**src/rtl/timer555_logic_core.sv**
```systemverilog
// Digital control core for a multi-channel 555 timer: synchronises and deglitches the comparator
// inputs, runs the per-channel output latch, measures the phase lengths and flags stuck phases.
module timer555_logic_core #(
   parameter int CH      = 2,
   parameter int FILT    = 3,
   parameter int CNT_W   = 16,
   parameter int TIMEOUT = 50000
) (
   input  logic                  clk,
   input  logic                  rst_n,
   input  logic                  en,
   input  logic [CH-1:0]         comp_trig,
   input  logic [CH-1:0]         comp_thresh,
   input  logic [CH-1:0]         ext_reset_n,
   input  logic [CH-1:0]         mode,
   input  logic [CH-1:0]         fault_clr,
   input  logic [$clog2(CH)-1:0] ch_sel,
   output logic [CH-1:0]         out,
   output logic [CH-1:0]         discharge,
   output logic [CH-1:0]         fault,
   output logic [CNT_W-1:0]      hi_len,
   output logic [CNT_W-1:0]      lo_len,
   output logic                  meas_stb
);
   localparam int SEL_W = $clog2(CH);
   localparam int FC_W  = (FILT > 1) ? $clog2(FILT) : 1;
   localparam logic [CNT_W-1:0] CNT_MAX = '1;
   localparam logic [CNT_W-1:0] T_OUT   = CNT_W'(TIMEOUT);

   typedef enum logic [1:0] {S_LOW = 2'd0, S_HIGH = 2'd1, S_HOLD = 2'd2} state_e;

   // Per-channel signal bundle: bit 0 = trig, bit 1 = thresh, bit 2 = ext_reset_n
   logic [2:0] sync1_q [CH];
   logic [2:0] sync2_q [CH];
   logic [2:0] filt    [CH];

   always_ff @(posedge clk or negedge rst_n) begin
      if (!rst_n) begin
         for (int c = 0; c < CH; c++) begin
            sync1_q[c] <= '0;
            sync2_q[c] <= '0;
         end
      end else begin
         for (int c = 0; c < CH; c++) begin
            sync1_q[c] <= {ext_reset_n[c], comp_thresh[c], comp_trig[c]};
            sync2_q[c] <= sync1_q[c];
         end
      end
   end

   for (genvar c = 0; c < CH; c++) begin : g_filt
      if (FILT == 0) begin : g_bypass
         assign filt[c] = sync2_q[c];
      end else begin : g_glitch
         logic [2:0]      val_q;
         logic [FC_W-1:0] run_q [3];

         // run_q counts consecutive samples disagreeing with the filtered value
         always_ff @(posedge clk or negedge rst_n) begin
            if (!rst_n) begin
               val_q <= '0;
               for (int b = 0; b < 3; b++) run_q[b] <= '0;
            end else if (en) begin
               for (int b = 0; b < 3; b++) begin
                  if (sync2_q[c][b] == val_q[b]) begin
                     run_q[b] <= '0;
                  end else if (run_q[b] == FC_W'(FILT - 1)) begin
                     val_q[b] <= sync2_q[c][b];
                     run_q[b] <= '0;
                  end else begin
                     run_q[b] <= run_q[b] + 1'b1;
                  end
               end
            end
         end

         assign filt[c] = val_q;
      end
   end

   state_e           state_q [CH];
   state_e           state_d [CH];
   logic [CNT_W-1:0] cnt_q   [CH];
   logic [CNT_W-1:0] cnt_d   [CH];
   logic [CNT_W-1:0] hi_q    [CH];
   logic [CNT_W-1:0] hi_d    [CH];
   logic [CNT_W-1:0] lo_q    [CH];
   logic [CNT_W-1:0] lo_d    [CH];
   logic [CH-1:0]    fault_q, fault_d;
   logic [CH-1:0]    latch;
   logic             meas_stb_q, meas_stb_d;

   always_ff @(posedge clk or negedge rst_n) begin
      if (!rst_n) begin
         for (int c = 0; c < CH; c++) begin
            state_q[c] <= S_LOW;
            cnt_q[c]   <= '0;
            hi_q[c]    <= '0;
            lo_q[c]    <= '0;
         end
         fault_q    <= '0;
         meas_stb_q <= 1'b0;
      end else begin
         for (int c = 0; c < CH; c++) begin
            state_q[c] <= state_d[c];
            cnt_q[c]   <= cnt_d[c];
            hi_q[c]    <= hi_d[c];
            lo_q[c]    <= lo_d[c];
         end
         fault_q    <= fault_d;
         meas_stb_q <= meas_stb_d;
      end
   end

   always_comb begin
      logic [CNT_W-1:0] inc;
      logic             trig, thr, rls;
      inc        = '0;
      trig       = 1'b0;
      thr        = 1'b0;
      rls        = 1'b0;
      latch      = '0;
      fault_d    = fault_q;
      meas_stb_d = 1'b0;
      for (int c = 0; c < CH; c++) begin
         state_d[c] = state_q[c];
         cnt_d[c]   = cnt_q[c];
         hi_d[c]    = hi_q[c];
         lo_d[c]    = lo_q[c];
         trig       = filt[c][0];
         thr        = filt[c][1];
         rls        = filt[c][2];
         inc        = (cnt_q[c] == CNT_MAX) ? CNT_MAX : cnt_q[c] + 1'b1;
         if (en) begin
            cnt_d[c] = inc;
            if (!rls) begin
               state_d[c] = S_LOW;
               cnt_d[c]   = '0;
            end else begin
               unique case (state_q[c])
                  S_LOW: begin
                     if (trig) begin
                        state_d[c] = S_HIGH;
                        lo_d[c]    = inc;
                        cnt_d[c]   = '0;
                        latch[c]   = 1'b1;
                     end
                  end
                  S_HIGH: begin
                     // Trigger still low-side in astable keeps the output high
                     if (thr && (!trig || mode[c])) begin
                        state_d[c] = trig ? S_HOLD : S_LOW;
                        hi_d[c]    = inc;
                        cnt_d[c]   = '0;
                        latch[c]   = 1'b1;
                     end
                  end
                  S_HOLD: begin
                     if (!trig) state_d[c] = S_LOW;
                  end
                  default: state_d[c] = S_LOW;
               endcase
            end
            if (fault_clr[c]) begin
               fault_d[c] = 1'b0;
            end else if (cnt_d[c] == T_OUT && cnt_q[c] != T_OUT) begin
               fault_d[c] = 1'b1;
            end
         end
      end
      for (int c = 0; c < CH; c++) begin
         if (ch_sel == SEL_W'(c) && latch[c]) meas_stb_d = 1'b1;
      end
   end

   always_comb begin
      out       = '0;
      discharge = '0;
      hi_len    = '0;
      lo_len    = '0;
      for (int c = 0; c < CH; c++) begin
         out[c]       = (state_q[c] == S_HIGH);
         discharge[c] = (state_q[c] != S_HIGH);
         if (ch_sel == SEL_W'(c)) begin
            hi_len = hi_q[c];
            lo_len = lo_q[c];
         end
      end
   end

   assign fault    = fault_q;
   assign meas_stb = meas_stb_q;

endmodule

```
**config.mk**
```make
export PLATFORM = sky130hd
export DESIGN_NAME = timer555_logic_core
export DESIGN_NICKNAME = d
export VERILOG_FILES = /design/src/rtl/timer555_logic_core.sv
export SDC_FILE = /design/constraint.sdc
export NUM_CORES = 1
export LEC_CHECK = 0
export BUFFER_PORTS_ARGS = -buffer_cell sky130_fd_sc_hd__buf_2
export CAP_MARGIN = 40
export CORE_UTILIZATION = 51
export DETAILED_ROUTE_END_ITERATION = 16
export GPL_TIMING_DRIVEN = 0
export PLACE_DENSITY = 0.7
export SETUP_SLACK_MARGIN = 0.15
export SLEW_MARGIN = 20
export SYNTH_ARGS = -nofsm -noshare
export SYNTH_HDL_FRONTEND = slang
export SYNTH_SLANG_ARGS = --single-unit
```
**constraint.sdc**
```tcl
create_clock -name clk -period 4.2 [get_ports clk]
set_clock_uncertainty 0.1 [all_clocks]
set_input_delay 0.84 -clock clk [delete_from_list [all_inputs] [get_ports clk]]
set_output_delay 0.84 -clock clk [all_outputs]
set_load 0.05 [all_outputs]
```
## After elaboration in Yosys (flattened, before gate mapping)

Cells that the tools add are included.

| storage, ports and cells | value |
|---|---|
| RAM bits | 0 |
| ROM bits | 0 |
| output and inout bits | 39 |
| bits of input ports | 14 |
| register bits | 133 |
| memories | 0 |
| logic and storage cells | 154 |
| bits in latches | 0 |

| operators by class | value |
|---|---|
| $add $sub $neg | 8 |
| shift operators | 0 |
| muxes and demuxes | 54 |
| reductions and logical operators | 28 |
| order comparisons | 0 |
| divide/modulo/power cells | 0 |
| bitwise operators | 7 |
| equal/unequal tests | 30 |
| $mul | 0 |

Operator list:

| kind | count |
|---|---|
| 2-to-1 mux 16 bit | 12 |
| == test 16 bit, second input constant | 4 |
| one-hot mux 16 bit (2 select lines) | 2 |
| 2-to-1 mux 2 bit | 22 |
| adder 16 x 1 -> 16 bit, second input constant | 2 |
| inequality test 16 bit, second input constant | 2 |
| AND reduction 4 bit | 6 |
| AND reduction 3 bit | 6 |
| == test 2 bit, second input constant | 8 |
| 2-to-1 mux 1 bit | 14 |
| adder 2 x 1 -> 2 bit, second input constant | 6 |
| inequality test 3 bit, second input constant | 4 |
| one-hot mux 2 bit (3 select lines) | 2 |
| NOT 1 bit | 7 |
| == test 1 bit | 6 |
| logical AND 1 bit | 6 |
| inequality test 3 x 2 -> 1 bit, second input constant | 2 |
| == test 2 x 1 -> 1 bit, second input constant | 2 |
| logical NOT 2 bit | 2 |
| inequality test 2 x 1 -> 1 bit, second input constant | 2 |
| one-hot mux 1 bit (2 select lines) | 2 |
| AND reduction 2 bit | 2 |
| nonzero test 2 bit | 2 |
| logical NOT 1 bit | 2 |
| logical OR 1 bit | 2 |

## Longest topological paths before layout

| logic depth | value |
|---|---|
| word-level depth | 11 |
| gate-level depth with buffers | 8 |
| mapped depth without buffers | 8 |

## Worst setup path before layout

Ideal clock, no wire load.

| path | value |
|---|---|
| kind | input-to-output |
| from | input port ch_sel |
| to | output port hi_len[0] |
| required time | 3,260 ps |
| slack | 1,343 ps |
| arrival | 1,917 ps |
| cell stages on the path | 3 |
| path through | clkbuf_1 -> buf_1 -> mux2_2 |

| on the way | value |
|---|---|
| cells in the longest elaborated chain, start to end | 1 |

RTL lines:

| item | line | source |
|---|---|---|
| start, declared | 17 | `input logic [$clog2(CH)-1:0] ch_sel,` |
| 2-to-1 mux 16 bit | 184 | `if (ch_sel == SEL_W'(c)) begin` |
| end, declared | 21 | `output logic [CNT_W-1:0] hi_len,` |

Every way passes these cells.

## Final worst setup path

| path | value |
|---|---|
| from | input port ch_sel |
| to | output port lo_len[10] |

| on the way | value |
|---|---|
| cells in the longest elaborated chain, start to end | 1 |

RTL lines:

| item | line | source |
|---|---|---|
| 2-to-1 mux 16 bit | 184 |  |
| end, declared | 22 | `output logic [CNT_W-1:0] lo_len,` |

Every way passes these cells.

==> run_results.csv <==
group,metric,value,unit
setup_path,worst_path_max_delay_cell,"buf_1",
detailed_routing,dr.first_iter.drc_count,486,
sta,hold_slack,0.238,ns
clocking,root_buffer,"clkbuf_16",
synth,synth-async-reset-ratio,100,%
synth,synth-simple-area-share,17.0,%
status,outcome,"complete, no violations",
synth,synthTopCellsByCount,"dfrtp_1 (133), nand2_1 (94), o21ai_0 (70), mux2_2 (43), inv_1 (39)",
setup_path,slowest_delay,0.55,ns
die,die_w,114,um
sta,slew_violations,0,
detailed_routing,routed_wl,16.7,mm
detailed_routing,detail_route.wl_per_cell,18.1,um
setup_path,worstReg2RegStart,"cnt_q[17]$_DFFE_PN0P_",
clocking,cts_resized,0,
clocking,h-tree-depth,4,
setup_path,path_max_fanout,10,
synth,yosysWarnings,0,
sta,setup_viol,0,
pwr,pwr_density_cell,537,nW/um^2
grt,grt_pass1_vias,5146,
grt,antenna_found_initial,0,
pwr,intPower,0.00271,W
place,portBuffers,51,
run,max_cap_viol_count,0,
die,die_area,13100,um^2
setup_path,critical_path_arrival,2.38,ns
clocking,clock_latency,0.42,ns
pwr,power_switching,0.00134,W
clocking,cts_tree,"built",
setup_path,critPathLaunchType,"input port",
cells_and_area,diodes,0,
synth,synthXorXnorAreaFrac,2.44,%
pwr,comb_power_share,23.9,%
synth,synthTopCellsByArea,"dfrtp_1 (52%), mux2_2 (7.5%), nand2_1 (5.5%)",
synth,netlist_area,6450,um^2
pwr,irDropWorstVdd,339,uV
place,globalplace.congestion,0.907,
clocking,cts_setup_buffers,0,
synth,avgSynthCellArea,9.60,um^2
detailed_routing,vias,5353,
pwr,p_clk_share,36.3,%
setup_path,path_cells,"clkbuf_1 > buf_1 > mux2_2 > buf_2",
synth,synth_most_common_cell,"dfrtp_1",
detailed_routing,dr.pass1.iters,5,
setup_path,critical_path_class,"input port to primary output",
setup_path,crit_start,"ch_sel",
cells_and_area,multi_input_area,2810,um^2
synth,synth_compound_area_share,14.0,%
sta,hold_viol_final,0,
setup_path,end_kind,"primary output",
clocking,path_clk_slew,0.06,ns
die,die_y,114,um
setup_path,required,3.26,ns
grt,grt_pass1_wl,27.2,mm
clocking,cts_hold_buf,0,
synth,synth_cell_types,52,
synth,synth_top_area_cell,"dfrtp_1",
cells_and_area,area_growth_syn_to_layout,16.9,%
sta,maxSlewHeadroom,35.3,%
clocking,cts_buffers,17,
synth,synth_seq_area_share,51.6,%
die,std_cell_rows,40,
place,dp_hpwl,11.9,mm
sta,fin_crit_sh,79.0,%
cells_and_area,fillers,1051,
sta,worst_slew_pin_slew,0.971,ns
synth,synthFlopType,"dfrtp_1",
pwr,switching_share,33.1,%
pwr,leakage,3.39,nW
synth,synthMuxAreaShare,9.37,%
grt,grt_overflow,0,
cells_and_area,nets,761,
synth,synth.net_count,690,
detailed_routing,via_per_inst,5.79,
cells_and_area,seqCellArea,3330,um^2
detailed_routing,route.detailed.drc,0,
pwr,fin_total_pwr,0.00405,W
synth,yosys.area.top_type_share,51.6,%
synth,synth_seq_cells,133,
setup_path,reg2reg_depth,7,
worst_hold_path,hold_class,"input port to asynchronous set/reset pin",
synth,synth-edff-count,0,
sta,fin_tns_setup,0,ns
sta,rsz0062_at_grt,"false",
synth,synth_fa_ha_area_share,0.776,%
detailed_routing,antenna_left,0,
pwr,p_seq_share,39.8,%
sta,fmax,302,MHz
grt,grt_max_degree,75,
die,ios,53,
die,initial_core_util,53.0,%
clocking,clkSinkCount,133,
cells_and_area,fin_util,62.0,%
clocking,cts_buffer_depth,2,
die,core-area,12200,um^2
grt,track_usage,27.7,%
sta,min_period,3.32,ns
synth,synth_top_family_by_area,"simple AND/OR/NAND/NOR gates",
cells_and_area,drive_gt1_share,18.7,%
synth,netlist_instances,672,
flip-flops by register name, summed over array words and instances, names as in the netlist:
| name | count |
|---|---|
| cnt_q | 32 |
| sync1_q | 6 |
| fault | 2 |
| meas_stb | 1 |
| lo_q | 32 |
| g_filt.g_glitch.run_q | 12 |
| hi_q | 32 |
| g_filt.g_glitch.val_q | 6 |
| state_q | 4 |
| sync2_q | 6 |
final timing paths:
path | slack (ns) | end
worst max-delay path | 0.88 | lo_len[10]
worst min-delay path | 0.24 | sync1_q[2]$_DFF_PN0_
worst max register to register | 1.51 | fault[0]$_DFFE_PN0P_
worst min register to register | 0.25 | sync2_q[5]$_DFF_PN0_
max in group asynchronous | 3.05 | cnt_q[18]$_DFFE_PN0P_
min in group clk | 0.25 | sync2_q[5]$_DFF_PN0_
logic make-up (layout without fill, tap and decap cells):
logic type,after synthesis,in the layout
AO/OA/AOI/OAI,162,162
XOR/XNOR,18,18
adder cells (fa/ha/maj),4,4
buffers and inverters,80,164
flip-flops,133,133
multiplexers,55,55
AND/OR/NAND/NOR,220,220
worst max-delay path, delay by kind of cell:
family                 cells  cell delay [ns]
buffers and inverters      3             1.09
multiplexers               1             0.43
placed cells by master, fill, tap and decap left out, drive strengths merged, types with 2 or more instances in the layout:
master    count
a21oi        31
a31o          2
a31oi         7
and2          2
and3          9
and4          2
buf          60
bufinv        2
clkbuf       56
clkinv        5
clkinvlp      2
dfrtp       133
ha            4
inv          39
mux2         43
mux2i        12
nand2        95
nand2b        5
nand3        27
nand4        14
nand4b        2
nor2         27
nor2b         8
nor3          7
nor3b         2
nor4          7
o21a          2
o21ai        87
o22ai        23
o31ai         3
or2           5
or4b          3
xnor2        11
xor2          7
routing by layer:
metal | track usage (%) | routed length [um] | vias up
li1 | - | - | 2497
met1 | 39.2 | 7680 | 2630
met2 | 42.5 | 7720 | 204
met3 | 5.66 | 1010 | 22
met4 | 9.87 | 282 | 0
met5 | 0 | 0 | -
power by group through the flow:
stage / clock network [W] / registers [W] / logic (W)
6_report: 0.00147 / 0.00161 / 0.000967
5_1_grt: 0.00155 / 0.00164 / 0.00105
4_1_cts: 0.00149 / 0.00161 / 0.000962
3_5_place_dp: 0 / 0.00163 / 0.000948
3_3_place_gp: 0 / 0.00162 / 0.000916
2_1_floorplan: 0 / 0.00159 / 0.000703
per-stage QoR:
step / setup WS, ns / instance area, um^2 / instances
final: 0.884 / 7540 / 924
after global routing: 0.830 / 7540 / 924
after CTS: 0.920 / 7540 / 924
after detailed placement: 0.928 / 6950 / 892
after global placement: 0.466 / 6920 / 891
after floorplan: 1.34 / 6450 / 672
final cells by class:
class | instances | share of cell area [%]
timing repair buffer | 52 | 3.88
clock inverter | 9 | 1.33
inverter | 39 | 1.94
multi-input combinational | 459 | 37.3
sequential | 133 | 44.1
clock buffer | 23 | 6.47
buffer | 41 | 2.17
tap | 168 | 2.79
(Power assumes the default switching activity.)
